--- config.mk ---
export PLATFORM = sky130hd
export DESIGN_NAME = overlay_c3x2_result_collector_flat
export DESIGN_NICKNAME = d
export VERILOG_FILES = /design/src/rtl/overlay_c3x2_result_collector_if.sv /design/src/rtl/overlay_c3x2_result_collector.sv /design/src/flat_wrapper.sv
export SDC_FILE = /design/constraint.sdc
export NUM_CORES = 1
export LEC_CHECK = 0
export CORE_MARGIN = 3
export CORE_UTILIZATION = 45
export CTS_BUF_LIST = sky130_fd_sc_hd__clkbuf_8
export DETAILED_ROUTE_END_ITERATION = 10
export MAX_ROUTING_LAYER = met4
export PLACE_DENSITY = 0.69
export SYNTH_ARGS = -nofsm -noshare
export SYNTH_HDL_FRONTEND = slang
export SYNTH_SLANG_ARGS = --single-unit
--- constraint.sdc ---
create_clock -name clk -period 4.9 [get_ports clk]
set_clock_uncertainty 0.2 [all_clocks]
set_input_delay 0.98 -clock clk [delete_from_list [all_inputs] [get_ports clk]]
set_output_delay 0.98 -clock clk [all_outputs]
set_load 0.005 [all_outputs]
--- src/rtl/overlay_c3x2_result_collector_if.sv ---
// ---------------------------------------------------------------------------
// overlay_c3x2_result_collector_if
// Bundles the issue handshake, the MAC result taps and the output stream of
// the C3x2 result collector.
//   issue_valid / issue_mode / issue_ready : operand-issue credit handshake
//   mac_s / mac_carry                      : registered MAC sum and carries
//   out_valid / out_ready / out_mode / out_data : result stream
//   inflight                               : accepted issues not yet captured
// The collector uses the slave modport; the operand source / consumer side
// uses the master modport.
// ---------------------------------------------------------------------------
interface overlay_c3x2_result_collector_if;
    logic        issue_valid;
    logic        issue_mode;
    logic        issue_ready;
    logic [44:0] mac_s;
    logic [3:0]  mac_carry;
    logic        out_valid;
    logic        out_ready;
    logic        out_mode;
    logic [48:0] out_data;
    logic [3:0]  inflight;

    modport slave (
        input  issue_valid, issue_mode, mac_s, mac_carry, out_ready,
        output issue_ready, out_valid, out_mode, out_data, inflight
    );

    modport master (
        output issue_valid, issue_mode, mac_s, mac_carry, out_ready,
        input  issue_ready, out_valid, out_mode, out_data, inflight
    );
endinterface

--- src/rtl/overlay_c3x2_result_collector.sv ---
// ---------------------------------------------------------------------------
// overlay_c3x2_result_collector
// Receiving end of the C3x2 27x18 overlay MAC result path. Tracks accepted
// issues through a LATENCY-deep strobe pipeline, captures mac_s/mac_carry on
// the edge LATENCY cycles after each accept, unpacks them per mode and queues
// them in a fall-through FIFO. Issues are only granted while a FIFO slot is
// guaranteed for their result (count + inflight < DEPTH).
// Ports:
//   clk   : rising-edge clock
//   reset : synchronous, active-low reset
//   bus   : collector interface (slave modport), see the interface file
// Parameters:
//   LATENCY : accept-to-capture distance in edges, 1..8
//   DEPTH   : FIFO entries, power of two, 2..16
// ---------------------------------------------------------------------------
module overlay_c3x2_result_collector #(
    parameter int LATENCY = 3,
    parameter int DEPTH   = 4
) (
    input  logic                                 clk,
    input  logic                                 reset,
    overlay_c3x2_result_collector_if.slave       bus
);

    localparam int PW = $clog2(DEPTH);
    localparam int CW = $clog2(DEPTH + 1);

    // Result layout per mode. In SIMD mode each lane keeps only its own
    // carry-out (carry[3] for the upper lane, carry[1] for the lower lane).
    function automatic logic [48:0] unpack_result(
        input logic        mode,
        input logic [44:0] s,
        input logic [3:0]  c
    );
        logic [48:0] r;
        if (mode == 1'b0) begin
            r = {c, s};
        end else begin
            r = {1'b0, c[3], s[44:22], 1'b0, c[1], s[21:0]};
        end
        return r;
    endfunction

    logic [LATENCY-1:0] pipe_valid_r;
    logic [LATENCY-1:0] pipe_mode_r;
    logic [49:0]        mem_r [DEPTH];
    logic [PW-1:0]      wr_ptr_r;
    logic [PW-1:0]      rd_ptr_r;
    logic [CW-1:0]      count_r;
    logic [CW-1:0]      count_nxt_s;
    logic [3:0]         inflight_r;
    logic [3:0]         inflight_nxt_s;
    logic [5:0]         used_nxt_s;
    logic               out_valid_r;
    logic               credit_ok_r;
    logic               accept_s;
    logic               capture_s;
    logic               capture_mode_s;
    logic               pop_s;

    assign accept_s       = bus.issue_valid & bus.issue_ready;
    assign capture_s      = pipe_valid_r[LATENCY-1];
    assign capture_mode_s = pipe_mode_r[LATENCY-1];
    assign pop_s          = out_valid_r & bus.out_ready;

    // Strobe pipeline: one stage per cycle of MAC latency; the tail stage
    // marks the edge on which the MAC output belongs to an accepted issue.
    always_ff @(posedge clk) begin
        if (!reset) begin
            pipe_valid_r <= '0;
            pipe_mode_r  <= '0;
        end else begin
            pipe_valid_r[0] <= accept_s;
            pipe_mode_r[0]  <= accept_s & bus.issue_mode;
            for (int i = 1; i < LATENCY; i++) begin
                pipe_valid_r[i] <= pipe_valid_r[i-1];
                pipe_mode_r[i]  <= pipe_mode_r[i-1];
            end
        end
    end

    // Result FIFO storage and pointers; pointers wrap naturally at DEPTH.
    always_ff @(posedge clk) begin
        if (!reset) begin
            for (int i = 0; i < DEPTH; i++) begin
                mem_r[i] <= 50'd0;
            end
            wr_ptr_r <= '0;
            rd_ptr_r <= '0;
        end else begin
            if (capture_s) begin
                mem_r[wr_ptr_r] <= {capture_mode_s,
                                    unpack_result(capture_mode_s, bus.mac_s, bus.mac_carry)};
                wr_ptr_r        <= wr_ptr_r + PW'(1);
            end
            if (pop_s) begin
                rd_ptr_r <= rd_ptr_r + PW'(1);
            end
        end
    end

    // Next occupancy and in-flight counts; simultaneous inc/dec cancel.
    always_comb begin
        count_nxt_s    = count_r;
        inflight_nxt_s = inflight_r;
        if (capture_s && !pop_s) begin
            count_nxt_s = count_r + CW'(1);
        end else if (!capture_s && pop_s) begin
            count_nxt_s = count_r - CW'(1);
        end else begin
            count_nxt_s = count_r;
        end
        if (accept_s && !capture_s) begin
            inflight_nxt_s = inflight_r + 4'd1;
        end else if (!accept_s && capture_s) begin
            inflight_nxt_s = inflight_r - 4'd1;
        end else begin
            inflight_nxt_s = inflight_r;
        end
        used_nxt_s = 6'(count_nxt_s) + 6'(inflight_nxt_s);
    end

    // Counters plus the registered flags derived from their next values, so
    // out_valid and the credit flag come straight from flops.
    always_ff @(posedge clk) begin
        if (!reset) begin
            count_r     <= '0;
            inflight_r  <= 4'd0;
            out_valid_r <= 1'b0;
            credit_ok_r <= 1'b1;
        end else begin
            count_r     <= count_nxt_s;
            inflight_r  <= inflight_nxt_s;
            out_valid_r <= (count_nxt_s != '0);
            credit_ok_r <= (used_nxt_s < 6'(DEPTH));
        end
    end

    // Credit flag is gated by reset so no issue is granted while in reset.
    assign bus.issue_ready = credit_ok_r & reset;
    assign bus.out_valid   = out_valid_r;
    assign bus.out_mode    = mem_r[rd_ptr_r][49];
    assign bus.out_data    = mem_r[rd_ptr_r][48:0];
    assign bus.inflight    = inflight_r;

endmodule

--- src/flat_wrapper.sv ---
// flat-port wrapper written by rule: the top's interface ports become plain ports
module overlay_c3x2_result_collector_flat 
#(
    parameter int LATENCY = 3,
    parameter int DEPTH   = 4
)
  (clk, reset, bus_issue_valid, bus_issue_mode, bus_mac_s, bus_mac_carry, bus_out_ready, bus_issue_ready, bus_out_valid, bus_out_mode, bus_out_data, bus_inflight);
  overlay_c3x2_result_collector_if bus_i ();
  input  logic clk;
  input  logic reset;
  input wire logic [$bits(bus_i.issue_valid)-1:0] bus_issue_valid;
  input wire logic [$bits(bus_i.issue_mode)-1:0] bus_issue_mode;
  input wire logic [$bits(bus_i.mac_s)-1:0] bus_mac_s;
  input wire logic [$bits(bus_i.mac_carry)-1:0] bus_mac_carry;
  input wire logic [$bits(bus_i.out_ready)-1:0] bus_out_ready;
  output wire logic [$bits(bus_i.issue_ready)-1:0] bus_issue_ready;
  output wire logic [$bits(bus_i.out_valid)-1:0] bus_out_valid;
  output wire logic [$bits(bus_i.out_mode)-1:0] bus_out_mode;
  output wire logic [$bits(bus_i.out_data)-1:0] bus_out_data;
  output wire logic [$bits(bus_i.inflight)-1:0] bus_inflight;
  assign bus_i.issue_valid = bus_issue_valid;
  assign bus_i.issue_mode = bus_issue_mode;
  assign bus_i.mac_s = bus_mac_s;
  assign bus_i.mac_carry = bus_mac_carry;
  assign bus_i.out_ready = bus_out_ready;
  assign bus_issue_ready = bus_i.issue_ready;
  assign bus_out_valid = bus_i.out_valid;
  assign bus_out_mode = bus_i.out_mode;
  assign bus_out_data = bus_i.out_data;
  assign bus_inflight = bus_i.inflight;
  overlay_c3x2_result_collector #(.LATENCY(LATENCY), .DEPTH(DEPTH)) u_core (.clk(clk), .reset(reset), .bus(bus_i));
endmodule
==> impl_metrics.json <==
{
  "final_antenna_net_count": 0,
  "clkSlewWorstSetupHoldPaths_ns": 0.05,
  "fmax_mhz": 257.8,
  "vias_per_cell": 5.154,
  "cts_buffer_depth": 3,
  "fillers": 1708,
  "routed_wirelength_microns": 20710,
  "crit-reg2reg-launch": "u_core.pipe_valid_r[2]",
  "worstSetupStartpointType": "flip-flop",
  "final.setup.tns_ns": 0,
  "port_buffers": 109,
  "place_inst": 1018,
  "fin_ws_ns": 1.022,
  "cts_setup_buffers": 0,
  "synth_xor_area_frac": 0.009937,
  "worst_slew_pin_slew_ns": 1.061,
  "critical_path_arrival_ns": 2.70,
  "path_class": "flip-flop to output port",
  "yosysTopAreaCellShare": 0.6276,
  "reg2reg_to": "u_core.mem_r[2][40]",
  "placed_cell_area_sq_um": 11000,
  "status": "finished, final reports clean",
  "cts_sinks": 221,
  "clkLatencyLatePin_ns": 0.50,
  "p_leak_nw": 4.397,
  "htree_levels": 2,
  "die_h_microns": 151.8,
  "slew_headroom": 0.2926,
  "dp_hpwl_microns": 12520,
  "stdcell_area_sq_um": 11640,
  "critPathMaxFanout": 50,
  "fin_crit_sh": 0.7915,
  "grt_pass1_vias": 6138,
  "fin_util": 0.5662,
  "firstDrtPassIters": 4,
  "synthTopCellsByCount": "edfxtp_1, nor2_1, nand2_1",
  "cp_slowest_cell": "dfxtp_4",
  "power.density_nw_per_um2": 373.1,
  "max-cap-violations": 0,
  "drive_gt1_frac": 0.1833,
  "final_cells": 1084,
  "regArea_sq_um": 6431,
  "track_usage": 0.1836,
  "start_util": 0.4654,
  "synth_area_leaders": "edfxtp_1, mux4_2, nor2_1",
  "worstPathRequired_ns": 3.72,
  "synth.distinct_cells": 38,
  "cts_buffers": 38,
  "end_kind": "output port",
  "drv_slew": 0,
  "hold_viol": 0,
  "avgSynthCellArea_sq_um": 14.39,
  "num_rows": 52,
  "async_reset_ff_frac": 0,
  "rsz0062_at_grt": "no",
  "root_buffer": "clkbuf_8",
  "synthSimpleGateAreaFrac": 0.1105,
  "yosys_warnings": 0,
  "fp.dieArea_sq_um": 23050,
  "antenna_found_initial": 0,
  "hold_buffers": 0,
  "synthMuxAreaShare": 0.1531,
  "area_growth_pct": 21.65,
  "seq_area_frac_synth": 0.6715,
  "die_x_microns": 151.8,
  "yosysMostFrequentCell": "edfxtp_1",
  "grt_overflow": 0,
  "cts_tree": "yes",
  "yosysTopAreaCell": "edfxtp_1",
  "nNetsFinal": 847,
  "first_iter_violations": 341,
  "yosys.area_share.adder": 0.007714,
  "path_cells": "mux4_2 -> clkdlybuf4s50_1",
  "hold_path.class": "flip-flop to flip-flop",
  "fin_crit_ns": 3.878,
  "cts-resized-gates": 0,
  "finalWeightedCongestion": 0.7703,
  "syn_inst": 665,
  "synth_edf_count": 200,
  "io_pins": 110,
  "synth_compound_area_frac": 0.008368,
  "drc": 0,
  "wl_per_cell_microns": 19.10,
  "cpPeakStageDelay_ns": 1.06,
  "vias": 5587,
  "ys.flop_type": "edfxtp_1",
  "r2r_slack_ns": 2.35,
  "dp_slack_ns": 1.284,
  "synth_seq_cells": 221,
  "netlist_area_sq_um": 9569,
  "endpoint": "bus_out_data[25]",
  "hp-start": "u_core.pipe_valid_r[0]",
  "multi_input_area_sq_um": 2810,
  "core-area_sq_um": 20560,
  "grt_start_max_net_pins": 51,
  "synth_top_family_by_area": "multiplexers",
  "ir_worst_vdd_v": 0.0001571,
  "grt_pass1_wl_microns": 32600,
  "synth_nets": 724,
  "setup_viol": 0,
  "r2r_cells": 3
}
## critical path, delay by kind of cell (launching register included)
family	cells	cell delay, ns
buf+inv	1	0.51
flops	1	1.06
mux	1	0.61
## through the flow
stage | power, mW | hold WS, ns
2_1_floorplan | 2.644 | 0.2119
3_3_place_gp | 2.966 | 0.2147
3_5_place_dp | 2.983 | 0.2212
4_1_cts | 4.400 | 0.2298
5_1_grt | 4.530 | 0.2486
6_report | 4.343 | 0.2304
## layout make-up
type / count / share of cell area
Antenna cell: 1 / 0.0002150
Clock buffer: 39 / 0.04611
Inverter: 56 / 0.01816
Clock inverter: 26 / 0.008813
Tap cell: 270 / 0.02902
Sequential cell: 221 / 0.5524
Multi-Input combinational cell: 348 / 0.2414
Timing Repair Buffer: 123 / 0.1038
## layer usage
| metal | global-route usage | routed length, microns |
|---|---|---|
| met5 | - | 0 |
| met4 | 0.04281 | 319 |
| met3 | 0.03925 | 1197 |
| met2 | 0.3091 | 10420 |
| met1 | 0.2307 | 8767 |
## power breakdown
group          leakage, nW  total [mW]  internal [mW]  switching (mW)
clock                0.394        1.41          0.731           0.682
combinational         1.76       0.663          0.424           0.239
sequential            2.24        2.27           2.15           0.120
## logic make-up (layout without fill, tap and decap cells)
family	Yosys count	in the layout
adder cells (fa/ha/maj)	6	6
buffers and inverters	96	244
AND/OR/NAND/NOR	241	241
XOR/XNOR	10	10
AO/OA/AOI/OAI	11	11
other	0	1
multiplexers	80	80
flip-flops	221	221
## worst min path at each step
stage / endpoint / slack (ns) / cells after the start
3_5_place_dp: u_core.pipe_valid_r[1] / 0.22 / 1
4_1_cts: u_core.pipe_valid_r[1] / 0.23 / 1
2_1_floorplan: u_core.pipe_mode_r[1] / 0.21 / 1
3_3_place_gp: u_core.pipe_valid_r[2] / 0.21 / 1
5_1_grt: u_core.pipe_mode_r[1] / 0.25 / 1
6_report: u_core.pipe_valid_r[1] / 0.23 / 1
## sequential cells by signal, summed over array words and instances (netlist names), named ones only
name	flops
u_core.bus.inflight	4
u_core.bus.out_valid	1
u_core.count_r	3
u_core.credit_ok_r	1
u_core.mem_r	200
u_core.pipe_mode_r	3
u_core.pipe_valid_r	3
u_core.rd_ptr_r	2
u_core.wr_ptr_r	2
## cells in the final DEF (no fill, tap or decap), types with 2 or more instances in the layout
| master | Yosys | layout |
|---|---|---|
| a31oi_1 | 2 | 2 |
| nand3_1 | 2 | 2 |
| buf_4 | 0 | 13 |
| mux2i_1 | 2 | 2 |
| clkdlybuf4s50_1 | 0 | 109 |
| clkbuf_8 | 0 | 39 |
| and2_1 | 42 | 41 |
| nor2_1 | 130 | 130 |
| mux2_2 | 27 | 27 |
| o21ai_4 | 0 | 2 |
| nand2_1 | 55 | 53 |
| mux4_2 | 50 | 50 |
| and3_1 | 2 | 2 |
| nand2b_2 | 0 | 2 |
| inv_1 | 54 | 73 |
| clkinv_2 | 1 | 2 |
| xnor2_1 | 8 | 8 |
| ha_1 | 5 | 5 |
| a21oi_1 | 2 | 2 |
| dfxtp_1 | 21 | 19 |
| nand2_2 | 0 | 2 |
| clkinv_1 | 0 | 5 |
| edfxtp_1 | 200 | 200 |
Note: power is estimated with default switching activity, not from simulation.
